<file path="src/rtl/pipe_pkg.sv">
// Shared definitions for pipeline stage registers: control-field bit map and the NOP encoding.
package pipe_pkg;

    localparam int unsigned CTRL_W_DEFAULT = 12;

    // Control-field layout: [11] RegWrite, [10] MemWrite, [9] Jump, [8] Branch, [7] ALUSrcA,
    // [6:5] ALUSrcB, [4:3] ResultSrc, [2:0] ALUControl.
    localparam int unsigned CTRL_REGWRITE      = 11;
    localparam int unsigned CTRL_MEMWRITE      = 10;
    localparam int unsigned CTRL_JUMP          = 9;
    localparam int unsigned CTRL_BRANCH        = 8;
    localparam int unsigned CTRL_ALUSRCA       = 7;
    localparam int unsigned CTRL_ALUSRCB_LSB   = 5;
    localparam int unsigned CTRL_RESULTSRC_LSB = 3;
    localparam int unsigned CTRL_ALUCTRL_LSB   = 0;

    localparam logic [CTRL_W_DEFAULT-1:0] CTRL_NOP = '0;

endpackage

</file>
<file path="src/rtl/ctrl_pipe_stage_sat_counter.sv">
// Saturating up-counter with synchronous clear, updated on the falling clock edge.
module sat_counter #(
    parameter int unsigned CNT_W = 16
) (
    input  logic             clk,
    input  logic             rst_n,
    input  logic             inc,
    input  logic             clear,
    output logic [CNT_W-1:0] count
);

    logic [CNT_W-1:0] cnt_q;
    logic [CNT_W-1:0] cnt_d;

    always_comb begin
        cnt_d = cnt_q;
        if (clear) begin
            cnt_d = '0;
        end else if (inc && (cnt_q != {CNT_W{1'b1}})) begin
            cnt_d = cnt_q + CNT_W'(1);
        end
    end

    always_ff @(negedge clk or negedge rst_n) begin
        if (!rst_n) begin
            cnt_q <= '0;
        end else begin
            cnt_q <= cnt_d;
        end
    end

    assign count = cnt_q;

endmodule

</file>
<file path="src/rtl/ctrl_pipe_stage.sv">
// Pipeline stage register with valid/ready handshake, 2-entry skid buffer, flush-to-NOP
// and saturating flush/bubble performance counters.
module ctrl_pipe_stage
    import pipe_pkg::*;
#(
    parameter int unsigned CTRL_W = CTRL_W_DEFAULT,
    parameter int unsigned DATA_W = 32,
    parameter int unsigned CNT_W  = 16
) (
    input  logic              clk,
    input  logic              reset,
    input  logic              flush,
    input  logic              in_valid,
    output logic              in_ready,
    input  logic [CTRL_W-1:0] in_ctrl,
    input  logic [DATA_W-1:0] in_data,
    output logic              out_valid,
    input  logic              out_ready,
    output logic [CTRL_W-1:0] out_ctrl,
    output logic [DATA_W-1:0] out_data,
    output logic [CNT_W-1:0]  flush_cnt,
    output logic [CNT_W-1:0]  bubble_cnt
);

    localparam logic [CTRL_W-1:0] NOP = CTRL_W'(CTRL_NOP);

    logic              main_v_q,    main_v_d;
    logic [CTRL_W-1:0] main_ctrl_q, main_ctrl_d;
    logic [DATA_W-1:0] main_data_q, main_data_d;
    logic              skid_v_q,    skid_v_d;
    logic [CTRL_W-1:0] skid_ctrl_q, skid_ctrl_d;
    logic [DATA_W-1:0] skid_data_q, skid_data_d;

    logic accept;
    logic drain;

    assign accept = in_valid & ~skid_v_q;
    assign drain  = main_v_q & out_ready;

    // Flush beats everything; otherwise main/skid move like a 2-deep in-order FIFO.
    always_comb begin
        main_v_d    = main_v_q;
        main_ctrl_d = main_ctrl_q;
        main_data_d = main_data_q;
        skid_v_d    = skid_v_q;
        skid_ctrl_d = skid_ctrl_q;
        skid_data_d = skid_data_q;

        if (flush) begin
            main_v_d    = 1'b0;
            main_ctrl_d = NOP;
            skid_v_d    = 1'b0;
            skid_ctrl_d = NOP;
        end else if (!main_v_q) begin
            if (accept) begin
                main_v_d    = 1'b1;
                main_ctrl_d = in_ctrl;
                main_data_d = in_data;
            end
        end else if (drain) begin
            if (skid_v_q) begin
                main_ctrl_d = skid_ctrl_q;
                main_data_d = skid_data_q;
                skid_v_d    = 1'b0;
            end else if (accept) begin
                main_ctrl_d = in_ctrl;
                main_data_d = in_data;
            end else begin
                main_v_d    = 1'b0;
                main_ctrl_d = NOP;
            end
        end else if (accept) begin
            skid_v_d    = 1'b1;
            skid_ctrl_d = in_ctrl;
            skid_data_d = in_data;
        end
    end

    always_ff @(negedge clk or negedge reset) begin
        if (!reset) begin
            main_v_q    <= 1'b0;
            main_ctrl_q <= '0;
            main_data_q <= '0;
            skid_v_q    <= 1'b0;
            skid_ctrl_q <= '0;
            skid_data_q <= '0;
        end else begin
            main_v_q    <= main_v_d;
            main_ctrl_q <= main_ctrl_d;
            main_data_q <= main_data_d;
            skid_v_q    <= skid_v_d;
            skid_ctrl_q <= skid_ctrl_d;
            skid_data_q <= skid_data_d;
        end
    end

    assign in_ready  = ~skid_v_q;
    assign out_valid = main_v_q;
    assign out_ctrl  = main_v_q ? main_ctrl_q : NOP;
    assign out_data  = main_data_q;

    sat_counter #(.CNT_W(CNT_W)) u_flush_cnt (
        .clk   (clk),
        .rst_n (reset),
        .inc   (flush),
        .clear (1'b0),
        .count (flush_cnt)
    );

    sat_counter #(.CNT_W(CNT_W)) u_bubble_cnt (
        .clk   (clk),
        .rst_n (reset),
        .inc   (out_ready & ~main_v_q),
        .clear (1'b0),
        .count (bubble_cnt)
    );

endmodule

</file>
<file path="config.mk">
export PLATFORM = sky130hd
export DESIGN_NAME = ctrl_pipe_stage
export DESIGN_NICKNAME = d
export VERILOG_FILES = /design/src/rtl/pipe_pkg.sv /design/src/rtl/ctrl_pipe_stage_sat_counter.sv /design/src/rtl/ctrl_pipe_stage.sv
export SDC_FILE = /design/constraint.sdc
export NUM_CORES = 1
export LEC_CHECK = 0
export ABC_AREA = 1
export CAP_MARGIN = 10
export CELL_PAD_IN_SITES_DETAIL_PLACEMENT = 1
export CELL_PAD_IN_SITES_GLOBAL_PLACEMENT = 1
export CORE_MARGIN = 2
export CORE_UTILIZATION = 34
export CTS_CLUSTER_SIZE = 10
export DETAILED_ROUTE_END_ITERATION = 6
export GPL_TIMING_DRIVEN = 0
export PLACE_DENSITY_LB_ADDON = 0.12
export SYNTH_ARGS = -nofsm -noshare
export SYNTH_HDL_FRONTEND = slang
export SYNTH_SLANG_ARGS = --single-unit
export TNS_END_PERCENT = 5
</file>
<file path="constraint.sdc">
create_clock -name clk -period 1.5 [get_ports clk]
set_input_delay 0.45 -clock clk [delete_from_list [all_inputs] [get_ports clk]]
set_output_delay 0.45 -clock clk [all_outputs]
set_load 0.01 [all_outputs]
</file>
Word-level counts from Yosys, hierarchy flattened
Index checks and enable logic that the tools add are counted.

Bits of input ports: 49. Word-level logic and storage cells: 56. Output and inout bits: 78. Register bits after elaboration: 122.

Bitwise gates (word level): 7. $add $sub $neg: 2. Equality and inequality tests: 5. Multiplexer cells: 23. Reduce and logical (&&, ||, !) cells: 11.

Operator list (number): 32-bit 2-to-1 mux (4); 12-bit 2-to-1 mux (10); 16-bit by 1-bit adder with 16-bit output, second input constant (2); 16-bit inequality test, second input constant (2); 1-bit 2-to-1 mux (9); 2-bit AND reduction (3); 3-bit nonzero test (2); 1-bit inverter (4); 4-bit AND reduction (1); 2-bit nonzero test (2); 1-bit bitwise AND (3); 3-bit by 2-bit inequality test with 1-bit output, second input constant (1); 3-bit AND reduction (1); 1-bit logical AND (2); 2-bit by 1-bit inequality test with 1-bit output, second input constant (1); 2-bit inequality test, second input constant (1).

Longest topological paths before layout
Depth after elaboration: 7. Gate-level depth with buffers: 9. Depth with buffers taken out: 9.

Modules after synthesis
A second synthesis with hierarchy kept.

Cells, all modules: 889. Area, all modules: 6470.0 µm².

By module, submodules not included: ctrl_pipe_stage (instances 1, area an instance 4395.5 µm², seq. area each 2252.2 µm², cells an instance 601); sat_counter (instances 2, area an instance 1037.2 µm², seq. area each 400.4 µm², cells an instance 144).

==> reports/summary.md <==
The number of buffers added by the clock tree synthesis step was 17. Hold timing on the final database bottoms out at a slack of 425 ps. At the worst endpoint, the arrival time is 2030 ps. The setup slack after layout came out at -980 ps. The tools report the initial antenna violation count as 0. Counting instances in the post-synthesis netlist gives the leading cell types as 217 x nand2_1, 135 x inv_1, 122 x dfrtn_1, 56 x o22ai_1, 34 x nor2_1. In this run, synthesis produced a sequential element count of 122. After floorplanning, the core was divided into 48 placement rows. The cell count of the worst reg-to-reg path works out to 9.

TritonCTS built the clock tree. The analysis attributes to cell leakage a power of 4.27 nW. The final reports fail on setup timing. For the number of endpoints with negative hold slack in the final report, the log shows 0. Total nets after synthesis: 788. The startpoint identified for the worst hold timing path is main_ctrl_q[7]$_DFFE_NN0P_.

The flow ran to the end, but the final reports show violations. The setup check on the worst reg-to-reg path leaves a slack of -190 ps. The synthesized design spends more area on one cell type than any other, namely dfrtn_1. The cell at the root of the clock tree was clkbuf_16.

Via density per instance: 4.82. For the net count reported at finish, the log shows 966. Post-synthesis instance area: 5960 µm².

Walking the worst path, the cells encountered are buf_6, buf_6, nand2_1, inv_2, buf_6. After global routing the overflow that remains totals 0. For the pin with the worst max-slew slack, the measured transition is 534 ps. The floorplan step set the die height to 136 µm. The netlist uses 32 different library cells.

Data on the critical path is required at its endpoint by 1050 ps. The predominant post-synthesis flop cell is dfrtn_1. The die covers 18600 µm². Entering global routing, the biggest net connects 82 pins. Fraction of synthesis flops using an asynchronous set or reset pin: 100%. The repair_antennas step left the layout with diodes totalling 0. IR analysis of the VDD net gives a maximum drop of 0.000774 V. The area growth from synthesis to layout is 40.9%. In this run the number of H-tree levels came out at 4. The aggregate routed wire length came out at 17800 µm.

Clock transition time at the flip-flop clock pins of the worst setup and hold paths: 40 ps. The tools report the endpoint kind of the worst setup timing path as an output port. The power per cell area was 1230 nW/µm². Ranked by total cell area, the synthesized netlist is headed by dfrtn_1 51%, nand2_1 14%, inv_1 8.5%, o22ai_1 5.9%, a22oi_1 4.0%. The tools report the later-pin clock latency in the skew report as 390 ps. The setup-violating endpoint count in the final report was 196; the area of the core region was 17200 µm². The tool flagged a number of max-cap violations equal to 0. The start point of the critical path is out_valid$_DFF_NN0_. Clock skew on the completed layout was measured at 8.52 ps. The average wire per standard cell was 15.5 µm; the post-layout total power was 0.0103 W.

Counting stages on the worst path, the most repeated cell is buf_6. For this block, the via count after detailed routing is 5554. In this run the biggest area consumer among cell types represents 51.2% of the synthesized area. Input and output buffers added on the ports amount to 126. The worst flop-to-flop path startpoint was u_bubble_cnt.count[0]$_DFFE_NN0P_. Timing analysis after detailed placement gives a worst setup slack of -1470 ps. The worst register-to-register path ends at u_bubble_cnt.count[14]$_DFFE_NN0P_. For the count of final max-slew check failures, the log shows 0. In this run the deepest clock path goes through 2 buffers. Along the worst path, the maximum fanout reaches 6. STA classifies the critical path startpoint as a flop. The worst max-slew margin expressed relative to the limit is 64.4%. The synthesized netlist cell count was 737; the number of synthesized flops with an enable pin was 0.

The run gives 34.6% as the initial standard-cell utilization of the core. Once detail routing completed, the nets flagged for antenna violations numbered 0. During synthesis, Yosys emitted a total of 0 warnings. Among all stages on the critical path, the largest delay is contributed by dfrtn_1. The tools report the global-route wire length before repair as 29500 µm.

The via count of the first global-routing pass is 5964, and the number of clock sinks is 122. Summed over all failing endpoints, the final setup total negative slack is -94840 ps. The delay of the slowest cell on the worst path works out to 430 ps. Most numerous cell in the Yosys netlist: nand2_1. At the end of the flow the core is filled with cells to 48.7%. The detailed router finished its first iteration with 224 violations. The number of I/O pins was 127. The post-detailed-route DRC marker count came out at 0. Of the cells placed in the final design, the portion with a size suffix greater than 1 is 24.4%. In this run the horizontal extent of the chip is 136 µm. The path class of the tightest hold or removal check is reg2reg.

HPWL after detailed placement: 12500 µm. The critical setup path kind was reg2out. The number of filler instances in the final layout is 2034, and the synthesized area per cell is 8.09 µm². Hold repair after CTS inserted 0 buffers. Summing the sequential cell areas from Yosys gives 51.2% of the chip area.

The worst-case hold path end point is main_ctrl_q[7]$_DFFE_NN0P_. The worst hold path passes through 2 cells. The congestion estimate from routability-driven global placement came to 0.803.

Overall global routing resource usage: 20.3%. The first detailed-routing pass took 4 iterations. Setup repair after global routing could not meet its margin everywhere.
[layer usage]
layer | wire, µm | GRT usage [%] | share of wire (%) | vias to the layer above
met5 | 0 | 0 | 0 | -
li1 | - | - | - | 2724
met1 | 7680 | 24.4 | 43 | 2713
met2 | 9170 | 35.7 | 52 | 108
met4 | 124 | 5.73 | 0.70 | 0
met3 | 830 | 5.29 | 4.7 | 9
[critical path, delay by kind of cell, from the launching register on]
| kind | cells | cell delay, ps |
|---|---|---|
| and+or+nand+nor | 1 | 60 |
| DFF | 1 | 430 |
| buffers and inverters | 4 | 400 |
[cell families after synthesis]
family	Yosys count	share of synthesized area (%)
flops	122	51.2
fa+ha+maj	2	0.420
buf+inv	168	11.4
xor+xnor	12	1.76
compound gates	137	14.5
simple gates	296	20.8
[metrics by stage]
stage               instances  instance area (µm²)
global placement         1088                 7530
global route             1152                 8400
finish                   1152                 8400
floorplan                 737                 5980
detailed placement       1089                 7550
CTS                      1151                 8250
[where the power goes]
part           total [W]  internal, W  switching [W]
sequential       0.00421      0.00387       0.000335
combinational    0.00217      0.00101        0.00116
clock            0.00394      0.00231        0.00163
[registers in the layout (all words and copies together) (netlist names)]
name	cells
u_bubble_cnt.count	16
skid_ctrl_q	12
main_ctrl_q	12
skid_data_q	32
out_valid	1
u_flush_cnt.count	16
out_data	32
skid_v_q	1
[worst max path at each step]
stage | to | slack [ps] | depth (start not counted)
finish | out_ctrl[5] | -980 | 5
detailed placement | skid_ctrl_q[7]$_DFFE_NN0P_ | -1470 | 6
floorplan | out_ctrl[10] | -600 | 4
global route | out_ctrl[5] | -1030 | 5
global placement | out_data[28]$_DFFE_NN0P_ | -5580 | 1
CTS | out_ctrl[5] | -990 | 5
[cell type report]
cell class	count	area (µm²)	area share (%)
Buffer	32	324	3.86
Clock buffer	17	425	5.07
Clock inverter	14	140	1.67
Inverter	136	519	6.18
Multi-Input combinational cell	447	2360	28.1
Sequential cell	122	3050	36.4
Tap cell	225	282	3.35
Timing Repair Buffer	159	1290	15.4
[cells in the final DEF (no fill, tap or decap), types with 2 or more instances in the layout]
master / count
nand2_1: 206
dfrtn_1: 122
inv_1: 118
buf_2: 59
o22ai_1: 56
clkdlybuf4s50_1: 44
buf_6: 40
buf_4: 33
a22oi_1: 32
nor2_1: 26
o21ai_1: 24
nand3_1: 18
clkbuf_16: 17
inv_2: 16
o21ai_0: 16
nand4_1: 16
xnor2_1: 11
nand2_2: 10
clkinvlp_4: 6
nor2_2: 6
inv_6: 6
nand2_4: 5
nor2_4: 5
clkbuf_1: 4
buf_8: 4
clkbuf_8: 3
clkinv_4: 2
nand3_2: 2
[what timing repair did]
action	CTS	global route
setup endpoints to repair	200	200
gates resized for setup	406	55
pin swaps	4	8
gates cloned	1	0
setup buffers	30	1
Power figures use the tool's default switching activity.
